==> src/rtl/dpa_im_pkg.sv <==
// Shared definitions for the DPA image-memory port.
// Provides the default IM address/data widths, the requester index
// constants and the arbiter state encoding.
package dpa_im_pkg;

  localparam int IM_AW = 20;
  localparam int IM_DW = 24;

  localparam logic [1:0] REQ_PHOTO = 2'd0;
  localparam logic [1:0] REQ_TIME  = 2'd1;
  localparam logic [1:0] REQ_HOST  = 2'd2;

  typedef enum logic {
    IM_ARB_IDLE = 1'b0,
    IM_ARB_OWN  = 1'b1
  } im_arb_state_e;

endpackage

==> src/rtl/rr_pick3.sv <==
// Combinational 3-way round-robin picker.
// Searches req in the order last+1, last+2, last (mod 3).
//   req  : request vector, one bit per requester
//   last : index of the previous winner
//   win  : one-hot winner (0 when req == 0)
//   idx  : winner index (equals last when req == 0)
module rr_pick3
  import dpa_im_pkg::*;
(
  input  logic [2:0] req,
  input  logic [1:0] last,
  output logic [2:0] win,
  output logic [1:0] idx
);

  logic [1:0] o0, o1, o2;

  always_comb begin
    case (last)
      REQ_PHOTO: begin o0 = REQ_TIME;  o1 = REQ_HOST;  o2 = REQ_PHOTO; end
      REQ_TIME:  begin o0 = REQ_HOST;  o1 = REQ_PHOTO; o2 = REQ_TIME;  end
      default:   begin o0 = REQ_PHOTO; o1 = REQ_TIME;  o2 = REQ_HOST;  end
    endcase
  end

  always_comb begin
    win = 3'b000;
    idx = last;
    if (req[o0]) begin
      idx = o0;
      win = 3'b001 << o0;
    end else if (req[o1]) begin
      idx = o1;
      win = 3'b001 << o1;
    end else if (req[o2]) begin
      idx = o2;
      win = 3'b001 << o2;
    end
  end

endmodule

==> src/rtl/im_arb.sv <==
// Single-port image-memory arbiter: round-robin with a bounded burst lock
// between photo (0), time overlay (1) and host (2) requesters.
//   clk, reset           : clock, async active-high reset
//   req, we              : per-requester request and write qualifier
//   addr0..2, wdata0..2  : per-requester address / write data
//   gnt                  : one-hot grant (combinational)
//   im_a, im_wen_n, im_d : registered IM pins
//   im_q                 : IM read data, valid the cycle after im_a
//   rvalid, rdata        : one-hot read return strobe and data
//
// state       | meaning
// IM_ARB_IDLE | no access was issued last cycle
// IM_ARB_OWN  | last cycle granted holder
module im_arb
  import dpa_im_pkg::*;
#(
  parameter int AW    = IM_AW,
  parameter int DW    = IM_DW,
  parameter int BURST = 4
) (
  input  logic          clk,
  input  logic          reset,
  input  logic [2:0]    req,
  input  logic [2:0]    we,
  input  logic [AW-1:0] addr0,
  input  logic [AW-1:0] addr1,
  input  logic [AW-1:0] addr2,
  input  logic [DW-1:0] wdata0,
  input  logic [DW-1:0] wdata1,
  input  logic [DW-1:0] wdata2,
  output logic [2:0]    gnt,
  output logic [AW-1:0] im_a,
  output logic          im_wen_n,
  output logic [DW-1:0] im_d,
  input  logic [DW-1:0] im_q,
  output logic [2:0]    rvalid,
  output logic [DW-1:0] rdata
);

  localparam logic [3:0] BURST_LIM = 4'(BURST - 1);

  im_arb_state_e state;
  logic [1:0]    holder;
  logic [3:0]    burst_cnt;

  logic [2:0]    pick_win;
  logic [1:0]    pick_idx;
  logic [2:0]    holder_oh;
  logic          lock;
  logic [1:0]    win_idx;

  logic [AW-1:0] sel_addr;
  logic [DW-1:0] sel_wdata;
  logic          sel_we;

  // Source tag follows the access: stage 1 aligns with the pins,
  // stage 2 with im_q, and rvalid is the registered stage 2.
  logic [2:0]    tag_iss;
  logic [2:0]    tag_q;

  rr_pick3 u_pick (
    .req  (req),
    .last (holder),
    .win  (pick_win),
    .idx  (pick_idx)
  );

  always_comb begin
    holder_oh = 3'b001 << holder;
    // Holder keeps the port while under its burst budget, or indefinitely
    // when nobody else is asking.
    lock = (state == IM_ARB_OWN) && ((req & holder_oh) != 3'b000) &&
           ((burst_cnt < BURST_LIM) || ((req & ~holder_oh) == 3'b000));
    if (reset)
      gnt = 3'b000;
    else if (lock)
      gnt = holder_oh;
    else
      gnt = pick_win;
    win_idx = lock ? holder : pick_idx;
  end

  always_comb begin
    sel_addr  = addr0;
    sel_wdata = wdata0;
    sel_we    = we[0];
    case (win_idx)
      REQ_TIME: begin
        sel_addr  = addr1;
        sel_wdata = wdata1;
        sel_we    = we[1];
      end
      REQ_HOST: begin
        sel_addr  = addr2;
        sel_wdata = wdata2;
        sel_we    = we[2];
      end
      default: ;
    endcase
  end

  always_ff @(posedge clk or posedge reset) begin
    if (reset) begin
      state     <= IM_ARB_IDLE;
      holder    <= REQ_HOST;
      burst_cnt <= 4'd0;
    end else if (req != 3'b000) begin
      state <= IM_ARB_OWN;
      if (lock) begin
        burst_cnt <= (burst_cnt == 4'hF) ? 4'hF : burst_cnt + 4'd1;
      end else begin
        holder    <= pick_idx;
        burst_cnt <= 4'd0;
      end
    end else begin
      // holder is kept so round-robin order survives idle gaps
      state     <= IM_ARB_IDLE;
      burst_cnt <= 4'd0;
    end
  end

  always_ff @(posedge clk or posedge reset) begin
    if (reset) begin
      im_a     <= '0;
      im_d     <= '0;
      im_wen_n <= 1'b1;
      tag_iss  <= 3'b000;
      tag_q    <= 3'b000;
      rvalid   <= 3'b000;
      rdata    <= '0;
    end else begin
      if (gnt != 3'b000) begin
        im_a     <= sel_addr;
        im_d     <= sel_wdata;
        im_wen_n <= ~sel_we;
        tag_iss  <= sel_we ? 3'b000 : gnt;
      end else begin
        im_wen_n <= 1'b1;
        tag_iss  <= 3'b000;
      end
      tag_q  <= tag_iss;
      rvalid <= tag_q;
      if (tag_q != 3'b000)
        rdata <= im_q;
    end
  end

endmodule

==> config.mk <==
export PLATFORM = sky130hd
export DESIGN_NAME = im_arb
export DESIGN_NICKNAME = d
export VERILOG_FILES = /design/src/rtl/dpa_im_pkg.sv /design/src/rtl/rr_pick3.sv /design/src/rtl/im_arb.sv
export SDC_FILE = /design/constraint.sdc
export NUM_CORES = 1
export LEC_CHECK = 0
export CAP_MARGIN = 20
export CORE_UTILIZATION = 42
export DETAILED_ROUTE_END_ITERATION = 7
export PLACE_DENSITY = 0.86
export SKIP_CTS_REPAIR_TIMING = 1
export SYNTH_ARGS = -nofsm -noshare
export SYNTH_HDL_FRONTEND = slang
export SYNTH_SLANG_ARGS = --single-unit
==> constraint.sdc <==
create_clock -name clk -period 11.5 [get_ports clk]
set_input_delay 1.725 -clock clk [delete_from_list [all_inputs] [get_ports clk]]
set_output_delay 1.725 -clock clk [all_outputs]
set_load 0.01 [all_outputs]
# --- Word-level counts from Yosys, hierarchy flattened ---
# Index checks and enable logic that the tools add are counted.
totals:
  regBits: 85
  output_inout_bits: 75
op_classes:
  n_addsub: 1
  magnitude_cmp: 4
  n_eq_ne: 4
  shift: 4
  muxes: 28
  n_bitwise: 4
  n_reduce_logical: 9
ops:
  columns: ["operator", "n"]
  rows:
  - ["24-bit one-hot mux with 2 select lines", 1]
  - ["20-bit one-hot mux with 2 select lines", 1]
  - ["3-bit two-way mux", 7]
  - ["4-bit two-way mux", 3]
  - ["2-bit one-hot mux with 2 select lines", 3]
  - ["3-bit nonzero test", 4]
  - ["1-bit by 2-bit left shift with 3-bit output, first input constant", 4]
  - ["2-bit by 3-bit < comparator with 1-bit output, second input constant", 3]
  - ["2-bit two-way mux", 4]
  - ["3-bit AND", 2]
  - ["1-bit binary-select mux with 2-bit select", 3]
  - ["1-bit two-way mux", 5]
  - ["4-bit by 1-bit adder with 4-bit output, second input constant", 1]
  - ["2-bit by 1-bit == test with 1-bit output, second input constant", 2]
  - ["4-bit == test, second input constant", 1]
  - ["4-bit by 2-bit < comparator with 1-bit output, second input constant", 1]
  - ["3-bit zero test", 1]
  - ["3-bit inverter", 1]
  - ["2-bit == test, second input constant", 1]
  - ["1-bit logical AND", 2]
  - ["2-bit zero test", 1]
  - ["1-bit one-hot mux with 2 select lines", 1]
  - ["1-bit logical OR", 1]
  - ["1-bit inverter", 1]

# --- Longest topological paths before layout ---
# Gate-level depths: netlist of the first run.
depth:
  depth_word: 12
  depth_mapped: 13

# --- Modules after synthesis ---
# From an unflattened synthesis of the first run, not the netlist that was laid out.
hier_totals:
  hier_cells: 401
  hier_area_um2: 4324.1
modules_own_cells:
  columns: ["mod", "n_inst", "cells_each", "area_each_um2", "seq_area_each_um2"]
  rows:
  - ["im_arb", 1, 385, 4225.3, 2129.5]
  - ["rr_pick3", 1, 16, 98.8, 0.0]

# --- Worst setup path before layout of the first run ---
# OpenSTA, ideal clock, no wires.
synth_path:
  kind: "input to output"
  from: "input reset"
  to: "output gnt[1]"
  arrival_ns: 4.347
  required_time_ns: 9.775
  setup_slack_ns: 5.428
  cell_stages: 3
  cell_sequence: "clkinv_1 -> nand3_1 -> mux2i_1"
synth_between:
  elab_chain_cells: 1
synth_lines:
  columns: ["item", "line", "text"]
  rows:
  - ["start: declaration", "im_arb.sv:22", "input logic reset,"]
  - ["3-bit two-way mux", "im_arb.sv:74", "if (reset)"]
  - ["end: declaration", "im_arb.sv:31", "output logic [2:0] gnt,"]
# Every way passes these cells.

# --- Worst setup path in the final report of the first run ---
layout_path:
  from: "input req[0]"
  to: "output gnt[2]"
layout_between:
  elab_chain_cells: 7
  elab_cells_between_ends: 18
layout_lines:
  columns: ["item", "line", "text"]
  rows:
  - ["start: declaration", "im_arb.sv:23", "input logic [2:0] req,"]
  - ["1-bit binary-select mux with 2-bit select", "rr_pick3.sv:35", "end else if (req[o2]) begin"]
  - ["1-bit two-way mux (implied by the code)", "rr_pick3.sv:35", null]
  - ["3-bit two-way mux", "rr_pick3.sv:35", null]
  - ["3-bit two-way mux", "rr_pick3.sv:32", "end else if (req[o1]) begin"]
  - ["3-bit two-way mux", "rr_pick3.sv:29", "if (req[o0]) begin"]
  - ["3-bit two-way mux (*)", "im_arb.sv:76", "else if (lock)"]
  - ["3-bit two-way mux (*)", "im_arb.sv:74", null]
# Mark *: on every way between the ends. The rest lies on a longest branch, timed or not. The select of a mux whose other input is x is not followed.

==> results of run 1 <==
==> how the worst max path moves through the flow <==
stage,end,slack [ns],depth (start not counted)
after floorplan,gnt[1],5.43,3
after global placement,gnt[2],5.79,6
after detailed placement,gnt[2],5.74,6
after CTS,gnt[2],5.74,6
after global routing,gnt[2],5.63,6
final,gnt[2],5.75,6
==> per-layer routing <==
metal	up-vias	track usage, %	share of wire, %
li1	2006	-	-
met1	1851	25.0	38
met2	184	40.4	51
met3	22	6.03	8.5
met4	0	11.1	2.6
met5	-	0	0
==> through the flow <==
step,hold slack [ns],power (µW)
2_1_floorplan,0.331,1150
3_3_place_gp,0.335,1520
3_5_place_dp,0.338,1560
4_1_cts,0.357,1780
5_1_grt,0.361,1900
6_report,0.346,1770
==> worst reg2reg max path: stages, from the launching register on <==
cell     delay, ns
dfrtp_1       0.42
ha_1          0.27
or3_1         0.41
o31ai_4       0.11
o211a_1       0.36
o22a_1        0.20
ha_2          0.79
a22oi_1       0.26
o211a_1       0.34
nand3_1       0.13
mux2i_1       0.10
==> final cells by class <==
class / count / area, µm² / share of cell area, %
Inverter: 5 / 20.0 / 0.291
Clock inverter: 6 / 70.1 / 1.02
Multi-Input combinational cell: 314 / 1930 / 28.0
Timing Repair Buffer: 242 / 2430 / 35.3
Tap cell: 133 / 166 / 2.42
Sequential cell: 85 / 2130 / 30.9
Clock buffer: 10 / 138 / 2.00
==> power groups by stage <==
stage,clock [µW],combinational (µW),sequential [µW]
finish,216,1040,509
global route,235,1140,527
floorplan,0,589,557
CTS,221,1050,511
global placement,0,1010,509
detailed placement,0,1050,516
==> state kept, by name, summed over array words and instances (netlist names) <==
name	cells
tag_q	3
tag_iss	3
im_d	24
rdata	24
burst_cnt	4
im_wen_n	1
im_a	20
rvalid	3
holder	2
state	1
==> Yosys cell counts (4+ instances only) <==
| library cell | n | share of area (%) |
|---|---|---|
| mux2i_1 | 7 | 1.6 |
| buf_6 | 6 | 1.6 |
| mux2_2 | 24 | 6.3 |
| nand2_1 | 51 | 4.5 |
| buf_1 | 5 | 0.44 |
| o21ai_0 | 43 | 5.0 |
| buf_2 | 14 | 1.6 |
| nor2_1 | 48 | 4.2 |
| nand3_1 | 7 | 0.82 |
| clkbuf_1 | 8 | 0.70 |
| o21ai_1 | 4 | 0.47 |
| inv_1 | 4 | 0.35 |
| a21oi_1 | 46 | 5.4 |
| a22oi_1 | 45 | 7.9 |
| dfrtp_1 | 83 | 48 |
==> logic make-up after synthesis <==
group	synth area share [%]
flip-flops	49.7
multiplexers	8.21
buffers and inverters	5.49
AND/OR/NAND/NOR	12.0
AO/OA/AOI/OAI	23.7
adder cells (fa/ha/maj)	0.876
==> metrics, run 1 <==
status=finished clean; hold path depth=0; Slew headroom=around 29%; Seq/Total Area, Yosys=slightly below 50%; antenna diode instance count=0; clk_skew=~0.016 ns; dpl ws=5.74 ns; hold endpoint=tag_q[0]$_DFF_PP0_; synthesized netlist cell count=~440; final setup violation count=0; critical-path cell list=clkdlybuf4s50_1, mux2i_1, o21ai_2, o211a_1, mux2i_1, clkdlybuf4s50_1; first-pass GRT wire length=roughly 18 mm; Final WS setup=5.75 ns; port bufs=roughly 240; number of synthesized flops with an enable pin=0; Worst Min Path Start=tag_iss[0]$_DFF_PP0_; CP Max Fanout=9; CTS tree=done; Fin. Hold Viols=0; sequential share of power=roughly 29%; Reg2Reg Depth=10; Psw=between 700 and 800 µW; LEAKAGE=0.00277 µW; total core area=roughly 9800 µm²; area post-placement=approximately 6700 µm²; fin crit period=about 5.8 ns; Crit path arrival time=about 4.0 ns; die area=10600 µm²; most common cell after layout, fill and taps aside=clkdlybuf4s50_1; switching share of power=40.4%; Post-Place Cells=around 800; pin count of the biggest net entering global routing=93; clock buffer depth=2; Max Clk Rate=approximately 170 MHz; Via-to-Cell Ratio=a little over 5; critical path's top delay family=buffers and inverters; critical path class=input port to primary output; critical path endpoint category=primary output; fill count=766; worst r2r src=burst_cnt[0]$_DFF_PP0_; Synth-to-Final Area Change=60.7%; die height=between 100 and 150 µm; Die Wd=103 µm; Max Cap Viol=0; Hold Path Class=register to register; peak supply drop=0.179 mV; Final Slew Violations=0; area of the mapped netlist=4280 µm²; TritonRoute pass-1 iters=4; Synth Flop Type=dfrtp_1; DRC viols=0; H-Tree Depth=3; cell-internal power=roughly 1100 µW; most frequent cells in the layout=clkdlybuf4s50_1 (238), dfrtp_1 (83), nand2_1 (51), nor2_1 (48), a21oi_1 (46); Layout Nets=824; Detailed Route WL=~12 mm; antenna violations before repair=0; Row Count=36; Worst R2R Setup Slack=8.00 ns; syn nets=just over 600; Final Util=between 70 and 80%; clk_lat worst skew=around 0.35 ns; layout cells sized above 1=9.21%; fin area=6890 µm²; CP max stage cell=clkdlybuf4s50_1; gpl congestion=approximately 0.82; Cell Count, Final, Fillers Out=795; Async S/R FF share, synth=100%; CTS Sinks=between 80 and 90; Reg clk slew, reported paths=0.09 ns; critical path buffer and inverter count=2; HPWL Detailed=between 9 and 10 mm; Logic pwr share=59.0%; highest cell delay on the worst timing path=about 0.66 ns; Power Density=between 200 and 300 nW/µm²; Iteration-0 DRC Markers=102; period utilisation layout=about half; clock share of power=approximately an eighth; RSZ-0062 raised after global routing=false; Worst-Margin Slew=1.06 ns; I/O Pins=roughly 240; All-Layer GR Usage=between 20 and 25%; CP Data Required Time=9.78 ns; Vias=4063; Avg Cell Area, Syn=around 9.7 µm²; Routed Antenna Nets=0; worst reg2reg endpoint=tag_iss[1]$_DFF_PP0_; #FFs+latches synth=85; Cell variety after synth=49; Root Driver=clkbuf_8; Synth Warn #=0; DR WL/cell=between 15 and 20 µm; TritonCTS Buffers=9; vias in the first global route=3978; CP startpoint=req[0]; final setup TNS=0 ns; CP Launch Type=input port; initial core utilization=~44%; grt total ovfl=0
(Power assumes the default switching activity.)
==> run 2, diff against run 1 <==
--- a/config.mk
+++ b/config.mk
@@ -6,9 +6,9 @@
 export NUM_CORES = 1
 export LEC_CHECK = 0
 export CAP_MARGIN = 20
-export CORE_UTILIZATION = 42
+export CORE_UTILIZATION = 39
 export DETAILED_ROUTE_END_ITERATION = 7
-export PLACE_DENSITY = 0.86
+export PLACE_DENSITY = 0.8
 export SKIP_CTS_REPAIR_TIMING = 1
 export SYNTH_ARGS = -nofsm -noshare
 export SYNTH_HDL_FRONTEND = slang
==> constraint.sdc (replaced) <==
create_clock -name clk -period 5.31 [get_ports clk]
set_input_delay 0.7965 -clock clk [delete_from_list [all_inputs] [get_ports clk]]
set_output_delay 0.7965 -clock clk [all_outputs]
set_load 0.01 [all_outputs]
==> run 2 against run 1 <==
Compared with the run above:
- first-iteration DRC count increased to 2.7 times the previous value
- register-to-register slack got worse by 6.1 ns
- sequential power increased by 120%
- combinational power increased by 120%
- largest cell class unchanged
- largest power group unchanged
==> metrics, run 2 (synthesis gave the netlist of run 1 again) <==
status=finished clean (unchanged); Worst Min Path Start=tag_iss[2]$_DFF_PP0_ (was tag_iss[0]$_DFF_PP0_); Vias=4132 (was 4063); CP startpoint=req[0] (unchanged); die height=107 µm (was 103 µm); HPWL Detailed=9.41 mm (was 9.27 mm); CP Data Required Time=4.51 ns (was 9.78 ns); Row Count=37 (was 36); final setup violation count=0 (unchanged); critical path endpoint category=primary output (unchanged); DRC viols=0 (unchanged); Hold Path Class=register to register (unchanged); All-Layer GR Usage=21.8% (was 22.6%); Max Clk Rate=249 MHz; WHS=0.357 ns (was 0.346 ns); CTS Sinks=85 (unchanged); RSZ-0062 raised after global routing=false (unchanged); Synth-to-Final Area Change=60.2% (was 60.7%); Die Wd=107 µm (was 103 µm); most frequent cells in the layout=clkdlybuf4s50_1 (238), dfrtp_1 (83), nand2_1 (51), nor2_1 (48), a21oi_1 (46) (unchanged); worst r2r src=burst_cnt[0]$_DFF_PP0_ (unchanged); antenna violations before repair=0 (unchanged); Post-Place Cells=782 (was 778); Detailed Route WL=12.6 mm (was 12.2 mm); initial core utilization=40.8% (was 43.6%); CTS tree=done (unchanged); clk_lat worst skew=0.34 ns (was 0.35 ns); final setup TNS=0 ns (unchanged); peak supply drop=0.419 mV (was 0.179 mV); Worst-Margin Slew=0.924 ns (was 1.06 ns); period utilisation layout=roughly three quarters; CP max stage cell=clkdlybuf4s50_1 (unchanged); H-Tree Depth=3 (unchanged); Final Slew Violations=0 (unchanged); area post-placement=6670 µm² (was 6650 µm²); port bufs=238 (unchanged); Max Cap Viol=0 (unchanged); DR WL/cell=15.8 µm (was 15.3 µm); antenna diode instance count=0 (unchanged); pin count of the biggest net entering global routing=70 (was 93); TritonCTS Buffers=9 (unchanged); gpl congestion=0.945 (was 0.820); die area=11400 µm² (was 10600 µm²); CP Max Fanout=9 (unchanged); first-pass GRT wire length=19.3 mm (was 18.2 mm); Cell Count, Final, Fillers Out=798 (was 795); Crit path arrival time=3.22 ns (was 4.03 ns); clk_skew=0.0152 ns (was 0.0163 ns); critical path class=input port to primary output (unchanged); total power=3830 µW (was 1770 µW); grt total ovfl=0 (unchanged); most frequent CP cell=clkdlybuf4s50_1; vias in the first global route=4007 (was 3978); layout cells sized above 1=8.91% (was 9.21%); clock buffer depth=2 (unchanged); Layout Nets=824 (unchanged); TritonRoute pass-1 iters=4 (unchanged); Iteration-0 DRC Markers=278 (was 102); highest cell delay on the worst timing path=0.58 ns (was 0.66 ns); biggest regs=im_d x24, rdata x24, im_a x20 (unchanged); CP Launch Type=input port (unchanged); total core area=10500 µm² (was 9820 µm²); fin area=6860 µm² (was 6890 µm²); Root Driver=clkbuf_8 (unchanged); most common cell after layout, fill and taps aside=clkdlybuf4s50_1 (unchanged); fin crit period=between 4 and 5 ns; critical-path cell list=clkdlybuf4s50_1, nor2_1, a21boi_1, o211a_1, mux2i_1, clkdlybuf4s50_1 (was clkdlybuf4s50_1, mux2i_1, o21ai_2, o211a_1, mux2i_1, clkdlybuf4s50_1); Fin. Hold Viols=0 (unchanged); Power Density=558 nW/µm² (was 257 nW/µm²); Via-to-Cell Ratio=5.18 (was 5.11); I/O Pins=239 (unchanged); Reg clk slew, reported paths=0.09 ns (about the same); Slew headroom=38.1% (was 29.1%); LEAKAGE=0.00277 µW (about the same); Routed Antenna Nets=0 (unchanged)
==> run 2: changes by cell type in the layout (fill, tap and decap cells not counted), sizes merged <==
cell and delta:
clkbuf +1, clkinv +3, clkinvlp -3, inv -1
==> run 2: final timing paths <==
kind | slack, ns | end | cells past startpoint
max in group asynchronous | 3.28 | im_d[2]$_DFFE_PP0P_ | 3
min | 0.36 | tag_q[2]$_DFF_PP0_ | 0
max | 1.30 | gnt[1] | 6
min in group asynchronous | 0.83 | rdata[22]$_DFFE_PP0P_ | 2
min reg2reg | 0.36 | tag_q[2]$_DFF_PP0_ | 0
max reg2reg | 1.90 | tag_iss[2]$_DFF_PP0_ | 10
==> run 2: stage by stage <==
stage / utilization [%] / setup slack [ns]
floorplan: - / 1.10
global placement: 63.5 / 1.34
detailed placement: 63.5 / 1.17
CTS: 65.3 / 1.38
global route: 65.3 / 1.15
finish: 65.3 / 1.30
==> run 2: final cells by class <==
type / count / area (µm²)
fill: 881 / 3650
timing repair buffer: 242 / 2420
sequential: 85 / 2130
multi-input combinational: 314 / 1920
tap: 136 / 170
clock buffer: 11 / 131
clock inverter: 5 / 61.3
inverter: 5 / 20.0
==> run 2: where the power goes <==
group,internal [µW],switching [µW]
combinational,1130,1150
sequential,942,160
clock,220,230
==> run 2: worst max-delay path: cells and delay by family <==
family	cells	cell delay, ns
AO/OA/AOI/OAI	2	0.74
buffers and inverters	2	1.16
multiplexers	1	0.30
AND/OR/NAND/NOR	1	0.22
==> run 2: layer usage <==
| metal | global-route usage, % | wire length [µm] | up-vias |
|---|---|---|---|
| met3 | 6.32 | 1110 | 26 |
| met4 | 8.61 | 329 | 0 |
| met1 | 24.6 | 4930 | 1892 |
| met5 | 0 | 0 | - |
| li1 | - | - | 2002 |
| met2 | 38.6 | 6250 | 212 |
